`src/rtl/varint_pkg.sv`:
```
// varint_pkg: shared constants and one-hot state encoding for the varint decoder
package varint_pkg;
    localparam int MAX_BYTES = 10;
    localparam int IDX_W     = 10;
    localparam int VAL_W     = 64;
    localparam logic [2:0] S_IDLE   = 3'b001;
    localparam logic [2:0] S_DECODE = 3'b010;
    localparam logic [2:0] S_EMIT   = 3'b100;
endpackage

```
`src/rtl/varint_decoder_sat_counter.sv`:
```
// sat_counter: saturating up-counter with synchronous clear
module sat_counter #(
    parameter int W = 8
) (
    input  logic         clk,
    input  logic         clr,
    input  logic         inc,
    output logic [W-1:0] count
);
    logic [W-1:0] count_q, count_d;
    always_comb count_d = clr ? '0 : (inc && count_q != '1) ? count_q + 1'b1 : count_q;
    always_ff @(posedge clk) count_q <= count_d;
    assign count = count_q;
endmodule

```
`src/rtl/varint_decoder.sv`:
```
// varint_decoder: unpacks 32-bit FIFO words into bytes and decodes LEB128 varints onto a valid/ready stream
module varint_decoder #(
    parameter int MAX_BYTES = varint_pkg::MAX_BYTES,
    parameter int CNT_W     = 16
) (
    input  logic                           clk,
    input  logic                           reset_n,
    input  logic                           varint_in_fifo_empty,
    input  logic [31:0]                    varint_in_fifo_data,
    input  logic [varint_pkg::IDX_W-1:0]   varint_in_index_data,
    output logic                           varint_in_fifo_pop,
    output logic                           varint_out_valid,
    input  logic                           varint_out_ready,
    output logic [varint_pkg::VAL_W-1:0]   varint_out_value,
    output logic [varint_pkg::IDX_W-1:0]   varint_out_index,
    output logic                           varint_out_err,
    output logic [CNT_W-1:0]               decoded_count,
    output logic [7:0]                     err_count
);
    import varint_pkg::*;
    localparam int CW = $clog2(MAX_BYTES + 1);
    localparam logic [CW-1:0] LAST = CW'(MAX_BYTES - 1);
    localparam logic [CW-1:0] FULL = CW'(MAX_BYTES);

    logic [2:0]       state_q, state_d;
    logic [31:0]      wbuf_q, wbuf_d;
    logic [1:0]       ptr_q, ptr_d;
    logic [VAL_W-1:0] acc_q, acc_d;
    logic [CW-1:0]    cnt_q, cnt_d;
    logic [IDX_W-1:0] sidx_q, sidx_d, cidx_q, cidx_d;
    logic             err_q, err_d, restart_q, restart_d;
    logic [CNT_W-1:0] dcnt_q, dcnt_d;
    logic [7:0]       b;
    logic [6:0]       sh;
    logic             pop, fire;

    always_comb begin
        state_d   = state_q;
        wbuf_d    = wbuf_q;
        ptr_d     = ptr_q;
        acc_d     = acc_q;
        cnt_d     = cnt_q;
        sidx_d    = sidx_q;
        cidx_d    = cidx_q;
        err_d     = err_q;
        restart_d = restart_q;
        dcnt_d    = dcnt_q;
        b         = wbuf_q[8*ptr_q +: 8];
        sh        = 7'(cnt_q) * 7'd7;
        pop       = reset_n && state_q == S_IDLE && !varint_in_fifo_empty;
        fire      = state_q == S_EMIT && varint_out_ready;
        if (state_q == S_DECODE) begin
            // the tenth group only has room for one bit; later groups are overlong
            if (cnt_q < LAST)
                acc_d = acc_q | ({57'd0, b[6:0]} << sh);
            else if (cnt_q == LAST)
                acc_d = {acc_q[63] | b[0], acc_q[62:0]};
            else
                err_d = 1'b1;
            cnt_d   = cnt_q == FULL ? cnt_q : cnt_q + 1'b1;
            state_d = !b[7] ? S_EMIT : ptr_q != 2'd3 ? S_DECODE : S_IDLE;
            ptr_d   = (b[7] && ptr_q != 2'd3) ? ptr_q + 1'b1 : ptr_q;
        end else if (fire) begin
            acc_d  = '0;
            cnt_d  = '0;
            err_d  = 1'b0;
            dcnt_d = dcnt_q + 1'b1;
            if (restart_q || ptr_q != 2'd3) begin
                restart_d = 1'b0;
                sidx_d    = cidx_q;
                ptr_d     = restart_q ? 2'd0 : ptr_q + 1'b1;
                state_d   = S_DECODE;
            end else begin
                state_d = S_IDLE;
            end
        end else if (pop) begin
            wbuf_d = varint_in_fifo_data;
            cidx_d = varint_in_index_data;
            if (cnt_q == '0 || varint_in_index_data == sidx_q) begin
                ptr_d   = 2'd0;
                state_d = S_DECODE;
                sidx_d  = cnt_q == '0 ? varint_in_index_data : sidx_q;
            end else begin
                // writer moved on mid-varint: flush the partial value first, then decode this word
                err_d     = 1'b1;
                restart_d = 1'b1;
                state_d   = S_EMIT;
            end
        end
    end

    always_ff @(posedge clk) begin
        if (!reset_n) begin
            state_q   <= S_IDLE;
            wbuf_q    <= '0;
            ptr_q     <= '0;
            acc_q     <= '0;
            cnt_q     <= '0;
            sidx_q    <= '0;
            cidx_q    <= '0;
            err_q     <= 1'b0;
            restart_q <= 1'b0;
            dcnt_q    <= '0;
        end else begin
            state_q   <= state_d;
            wbuf_q    <= wbuf_d;
            ptr_q     <= ptr_d;
            acc_q     <= acc_d;
            cnt_q     <= cnt_d;
            sidx_q    <= sidx_d;
            cidx_q    <= cidx_d;
            err_q     <= err_d;
            restart_q <= restart_d;
            dcnt_q    <= dcnt_d;
        end
    end

    sat_counter #(.W(8)) u_err_cnt (
        .clk   (clk),
        .clr   (!reset_n),
        .inc   (fire && err_q),
        .count (err_count)
    );

    assign varint_in_fifo_pop = pop;
    assign varint_out_valid   = state_q == S_EMIT;
    assign varint_out_value   = acc_q;
    assign varint_out_index   = sidx_q;
    assign varint_out_err     = err_q;
    assign decoded_count      = dcnt_q;
endmodule

```
`config.mk`:
```
export PLATFORM = sky130hd
export DESIGN_NAME = varint_decoder
export DESIGN_NICKNAME = d
export VERILOG_FILES = /design/src/rtl/varint_pkg.sv /design/src/rtl/varint_decoder_sat_counter.sv /design/src/rtl/varint_decoder.sv
export SDC_FILE = /design/constraint.sdc
export NUM_CORES = 1
export LEC_CHECK = 0
export BUFFER_PORTS_ARGS = -buffer_cell sky130_fd_sc_hd__buf_2
export CAP_MARGIN = 25
export CORE_MARGIN = 10
export CORE_UTILIZATION = 45
export DETAILED_ROUTE_END_ITERATION = 10
export PLACE_DENSITY = 0.66
export SLEW_MARGIN = 30
export SYNTH_ARGS = -nofsm -noshare
export SYNTH_HDL_FRONTEND = slang
export SYNTH_HIERARCHICAL = 1
export SYNTH_SLANG_ARGS = --single-unit
export TNS_END_PERCENT = 30
```
`constraint.sdc`:
```
create_clock -name clk -period 3.8 [get_ports clk]
set_input_delay 0.19 -clock clk [delete_from_list [all_inputs] [get_ports clk]]
set_output_delay 0.19 -clock clk [all_outputs]
set_load 0.005 [all_outputs]
```
==> results_dict.tcl, run 1 <==
set metrics [dict create \
    postSynthCellCount 619 \
    synth_fp_nets 673 \
    netlist-cell-type-count 49 \
    grt_first_pass_wirelength_um 26000 \
    globalRouteMet1Util 0.222 \
    placed_cells 908 \
    portBuffers 146 \
    avgSynthCellArea_um2 9.44 \
    busiest_layer "met2" \
    wl_per_cell_um 16.4 \
    htreeDepth 4 \
    viasPerCell 5.32 \
    comb_power_share 0.064 \
    drtIter0Drc 364 \
    grt_pass1_vias 5063 \
    mostFrequentLayoutCells "dfxtp_1, buf_2, nand2_1" \
    final_util 0.593 \
    gr-usage-met2 0.273 \
    peakVddDrop_uv 267 \
    p_int_w 0.00264 \
    cts.path.max_buffers 2 \
    root_buffer "clkbuf_16" \
    synth_seq_cells 151 \
    rows 41 \
    dieHeight_um 134 \
    post_cts_resized 0 \
    synth_area_mm2 0.00584 \
    hp-class "primary input to register" \
    synth-edff-count 0 \
    dieArea_mm2 0.0179 \
    worst_slew_pin_slew_ns 0.826 \
    ioPinCount 147 \
    synthArstFlopShare 0 \
    num_vias 5125 \
    swShare 0.249 \
    clock_skew_ns 0.00987 \
    overflow 0 \
    cp-end-kind "output pin" \
    ys_seq_area_frac 0.517 \
    period_share 0.722 \
    insertion_delay_ns 0.42 \
    nets 830 \
    power_density_mw_per_mm2 469 \
    syn2layout_area_growth_pct 28.6 \
    die_x_um 134 \
    drc_errors 0 \
    layout_commonest_cell "dfxtp_1" \
    period_needed_ns 2.74 \
    worst-setup-path-type "register to output pin" \
    yosys_warnings 6 \
    seq_power_share 0.469 \
    clk_pin_slew_ns 0.07 \
    arrival_ns 2.55 \
    hpwl_um 11200 \
    drt_pass1_iterations 5 \
    grt_start_max_net_pins 82 \
    synthFlopType "dfxtp_1" \
    met3_usage 0.0590 \
    maxCapViolCount 0 \
    fmax_mhz 365 \
    relSlewSlack 0.449 \
    initial_core_util 0.461 \
    setup_violations 0 \
    start_kind "register" \
    clkPwrFrac 0.467 \
    grt.total_usage 0.176 \
    layout-drive-gt1-share 0.256 \
    instances_no_fill 963 \
    cellLeakagePower_nw 3.23 \
    wl_um 15800 \
    required_ns 3.61 \
    dpl-instance-area_mm2 0.00671 \
    setup-tns-final_ns 0 \
    cts.sinks 151 \
    core_mm2 0.0127 \
    cp_max_fo 46 \
    p_switching_w 0.000877 \
    status "complete, no violations" \
    cts_tree "built" \
    gp_congestion 0.824 \
    rsz0062_at_grt "no" \
    fin_area_mm2 0.00751 \
    cts_buffers 17 \
    hold_viol 0 \
    ant_nets 0 \
    finalMaxSlewViolations 0 \
    antenna_found_initial 2 \
]
==> state kept, by name (all words and copies together), names as in the netlist <==
name / cells
cidx_q: 10
cnt_q: 4
decoded_count: 16
ptr_q: 2
restart_q: 1
state_q: 3
u_err_cnt/count: 8
varint_out_err: 1
varint_out_index: 10
varint_out_value: 64
wbuf_q: 32
==> power groups by stage <==
stage	clock, W	combinational, W	sequential (W)
global route	0.00175	0.000255	0.00166
finish	0.00164	0.000226	0.00165
CTS	0.00168	0.000227	0.00165
floorplan	0	0.000135	0.00168
detailed placement	0	0.000210	0.00169
global placement	0	0.000205	0.00168
==> Yosys cell counts, drive strengths merged (2+ instances only) <==
master | count | area [µm²]
nor4 | 2 | 12.5
xnor2 | 4 | 35.0
xor2 | 22 | 193
a221o | 2 | 20.0
ha | 8 | 100
dfxtp | 151 | 3020
nor2 | 44 | 165
a22o | 60 | 526
and4 | 4 | 35.0
a21boi | 2 | 26.3
o21bai | 3 | 22.5
nor3 | 7 | 35.0
mux2i | 5 | 50.1
a311oi | 11 | 96.3
o21ai | 9 | 45.0
and3 | 3 | 23.8
or3 | 2 | 13.8
a21oi | 56 | 280
and2 | 2 | 12.5
nand2 | 131 | 492
nand2b | 4 | 25.0
nor3b | 2 | 15.0
nand3 | 10 | 50.1
a211oi | 2 | 15.0
buf | 9 | 48.8
mux4 | 8 | 180
nand4 | 9 | 56.3
inv | 6 | 22.5
clkbuf | 27 | 101
==> worst paths after layout <==
path                           start                 end  slack (ns)  cells after the start
max                       state_q[2]  varint_in_fifo_pop        1.06                      6
min          varint_in_fifo_data[28]          wbuf_q[28]        0.02                      3
max reg2reg               state_q[2]           wbuf_q[2]        1.55                      7
min reg2reg               wbuf_q[14]          wbuf_q[14]        0.45                      2
==> final cells by class <==
type,count,area (µm²)
fill,1135,5160
sequential,151,3020
multi-input combinational,425,2670
timing repair buffer,174,993
clock buffer,17,425
tap,172,215
clock inverter,15,158
inverter,7,26.3
antenna,2,5.00
==> cells by family after synthesis <==
kind of cell	Yosys count	share of synthesized area
buffers and inverters	43	0.0302
muxes	14	0.0420
AOI/OAI and AO/OA	150	0.184
DFF	151	0.517
and+or+nand+nor	227	0.171
adders and majority gates	8	0.0171
xor gates and xnor gates	26	0.0390
==> worst max-delay path, cell delays in order (launching register included) <==
cell and delay, ns:
dfxtp_1 0.36, nand2b_1 0.20, or4b_1 0.47, buf_4 0.29, clkinv_1 0.26, buf_4 0.36
buf_2 0.18
==> routing by layer <==
| layer | vias up | wire length [µm] |
|---|---|---|
| met5 | - | 0 |
| met4 | 0 | 254 |
| met3 | 21 | 1020 |
| met2 | 154 | 7370 |
| met1 | 2442 | 7140 |
| li1 | 2508 | - |
==> repair_timing <==
action                    CTS  global route
hold endpoints to repair   21             0
hold buffers               21             0
setup buffers               0             0
==> metrics by stage <==
stage | hold WS, ns | total power [W] | setup WS (ns)
floorplan | 0.326 | 0.00181 | 1.70
global placement | 0.429 | 0.00189 | 1.55
detailed placement | 0.435 | 0.00190 | 1.50
CTS | 0.00153 | 0.00355 | 1.03
global route | 0.00708 | 0.00366 | 0.852
finish | 0.0155 | 0.00352 | 1.06
No activity file was read; power rests on OpenSTA's default activity.
==> run 2, diff against run 1 <==
--- a/config.mk
+++ b/config.mk
@@ -5,12 +5,13 @@
 export SDC_FILE = /design/constraint.sdc
 export NUM_CORES = 1
 export LEC_CHECK = 0
+export ABC_AREA = 1
 export BUFFER_PORTS_ARGS = -buffer_cell sky130_fd_sc_hd__buf_2
 export CAP_MARGIN = 25
 export CORE_MARGIN = 10
 export CORE_UTILIZATION = 45
 export DETAILED_ROUTE_END_ITERATION = 10
-export PLACE_DENSITY = 0.66
+export PLACE_DENSITY = 0.65
 export SLEW_MARGIN = 30
 export SYNTH_ARGS = -nofsm -noshare
 export SYNTH_HDL_FRONTEND = slang
==> constraint.sdc (replaced) <==
create_clock -name clk -period 2.7 [get_ports clk]
set_input_delay 0.135 -clock clk [delete_from_list [all_inputs] [get_ports clk]]
set_output_delay 0.135 -clock clk [all_outputs]
set_load 0.005 [all_outputs]
==> run 2 against run 1 <==
Effect of this change:
- via count increased by 19%
- final cell count increased by 28%
- routed wire length increased by 13%
- sequential share of layout area decreased by 3.3 points
- flip-flop and latch count unchanged
- largest cell class unchanged
- die area increased by 8.8%
- clock-buffer cell count increased by 2
- combinational power increased by 130%
- non-clock buffer count increased by 8
- clock skew decreased by 0.0018 ns
==> results_dict.tcl, run 2 <==
set metrics [dict create \
    status "complete, no violations" \
    synthArstFlopShare 0 \
    grt_start_max_net_pins 71 \
    initial_core_util 0.461 \
    avgSynthCellArea_um2 7.32 \
    maxCapViolCount 0 \
    rows 43 \
    relSlewSlack 0.513 \
    drt_pass1_iterations 5 \
    synth_most_common_cell "nand2_1" \
    yosys_warnings 6 \
    period_needed_ns 2.26 \
    peakVddDrop_uv 407 \
    ant_nets 0 \
    layout-drive-gt1-share 0.214 \
    antenna_cells 0 \
    cp-end-kind "output pin" \
    cts.sinks 151 \
    core_mm2 0.0140 \
    fmax_mhz 442 \
    cts_setup_buffers 0 \
    synth_seq_cells 151 \
    finalPower_w 0.00543 \
    insertion_delay_ns 0.42 \
    mostFrequentLayoutCells "nand2_1, dfxtp_1, buf_2" \
    overflow 0 \
    postSynthCellCount 881 \
    clk_pin_slew_ns 0.06 \
    start_kind "register" \
    synth-edff-count 0 \
    htreeDepth 4 \
    cts.path.max_buffers 2 \
    hp-class "primary input to register" \
    cellLeakagePower_nw 3.63 \
    cts_tree "built" \
    wl_per_cell_um 14.5 \
    yosysTopAreaCellShare 0.469 \
    synthFlopType "dfxtp_1" \
    period_share 0.838 \
    worst-setup-path-type "register to output pin" \
    syn2layout_area_growth_pct 26.7 \
    netlist-cell-type-count 37 \
    clock_skew_ns 0.00809 \
    die_x_um 140 \
    viasPerCell 4.98 \
    required_ns 2.57 \
    drtIter0Drc 361 \
    setup_violations 0 \
    finalMaxSlewViolations 0 \
    dieArea_mm2 0.0195 \
    cts_buffers 17 \
    portBuffers 146 \
    hold_viol 0 \
    synth_fp_nets 935 \
    ys_seq_area_frac 0.469 \
    nets 1089 \
    fin_area_mm2 0.00817 \
    synthTopCellsByArea "dfxtp_1, nand2_1, nand3_1, o21ai_0, nor2_1" \
    rsz0062_at_grt "no" \
    holdWs_ns 0.0107 \
    antenna_found_initial 0 \
    drc_errors 0 \
    synth_area_mm2 0.00645 \
    arrival_ns 2.13 \
    grt.total_usage 0.178 \
    cp_max_fo 46 \
    grt_first_pass_wirelength_um 29200 \
    layout_commonest_cell "nand2_1" \
    gp_congestion 0.888 \
    largest_reg_flops 64 \
    power_density_mw_per_mm2 665 \
    dpl-instance-area_mm2 0.00726 \
    worst_slew_pin_slew_ns 0.731 \
    wl_um 17800 \
    hpwl_um 12800 \
    dieHeight_um 140 \
    synth_top_cell_by_area "dfxtp_1" \
    num_vias 6115 \
    ioPinCount 147 \
    root_buffer "clkbuf_16" \
    setup-tns-final_ns 0 \
    final_util 0.584 \
    synth.cells.most_frequent "nand2_1, dfxtp_1, nor2_1" \
    grt_pass1_vias 5671 \
]
[run 2: cell type report]
class | instances | area (µm²)
clock inverters | 13 | 193
flip-flops and latches | 151 | 3020
well taps | 180 | 225
clock buffers | 19 | 453
fillers | 1349 | 5810
multi-input cells | 618 | 2970
inverters | 65 | 244
repair buffers | 182 | 1070
[run 2: final timing paths]
kind | start | endpoint | slack [ns] | depth (start not counted)
hold reg to reg | cidx_q[5] | cidx_q[5] | 0.45 | 2
hold / removal | varint_in_fifo_data[26] | wbuf_q[26] | 0.01 | 3
setup / recovery | state_q[1] | varint_in_fifo_pop | 0.44 | 5
setup reg to reg | cnt_q[0] | varint_out_value[16] | 0.52 | 10
[run 2: cell families after synthesis]
kind of cell | count (synthesis) | synth area share
AOI/OAI and AO/OA | 187 | 0.150
buffers and inverters | 112 | 0.0718
DFF | 151 | 0.469
adders and majority gates | 8 | 0.0155
xor gates and xnor gates | 6 | 0.00815
and+or+nand+nor | 417 | 0.286
[run 2: repair_timing]
action	4_1_cts	5_1_grt
hold buffers	27	0
resized for setup	0	0
hold endpoints to repair	27	0
setup endpoints to repair	0	0
[run 2: per-layer routing]
metal	up-vias	GRT usage	share of wire
met1	2723	0.234	0.48
met2	151	0.274	0.45
li1	3219	-	-
met5	-	0	0
met3	22	0.0507	0.060
met4	0	0.0538	0.015
[run 2: worst max-delay path: stages (launching register included)]
cell,delay (ns)
dfxtp_1,0.36
nor3_4,0.22
nand3_4,0.36
inv_2,0.15
buf_4,0.40
buf_2,0.20
[run 2: stage by stage]
step,setup WS (ns),std cells
finish,0.437,1228
global route,0.244,1228
CTS,0.394,1228
detailed placement,0.531,1169
global placement,0.585,1169
floorplan,0.804,881
[run 2: report_power, final]
| part | internal, W | switching [W] |
|---|---|---|
| Sequential | 0.00231 | 0.0000561 |
| Clock | 0.00161 | 0.000951 |
| Combinational | 0.000190 | 0.000319 |
| Total | 0.00411 | 0.00133 |
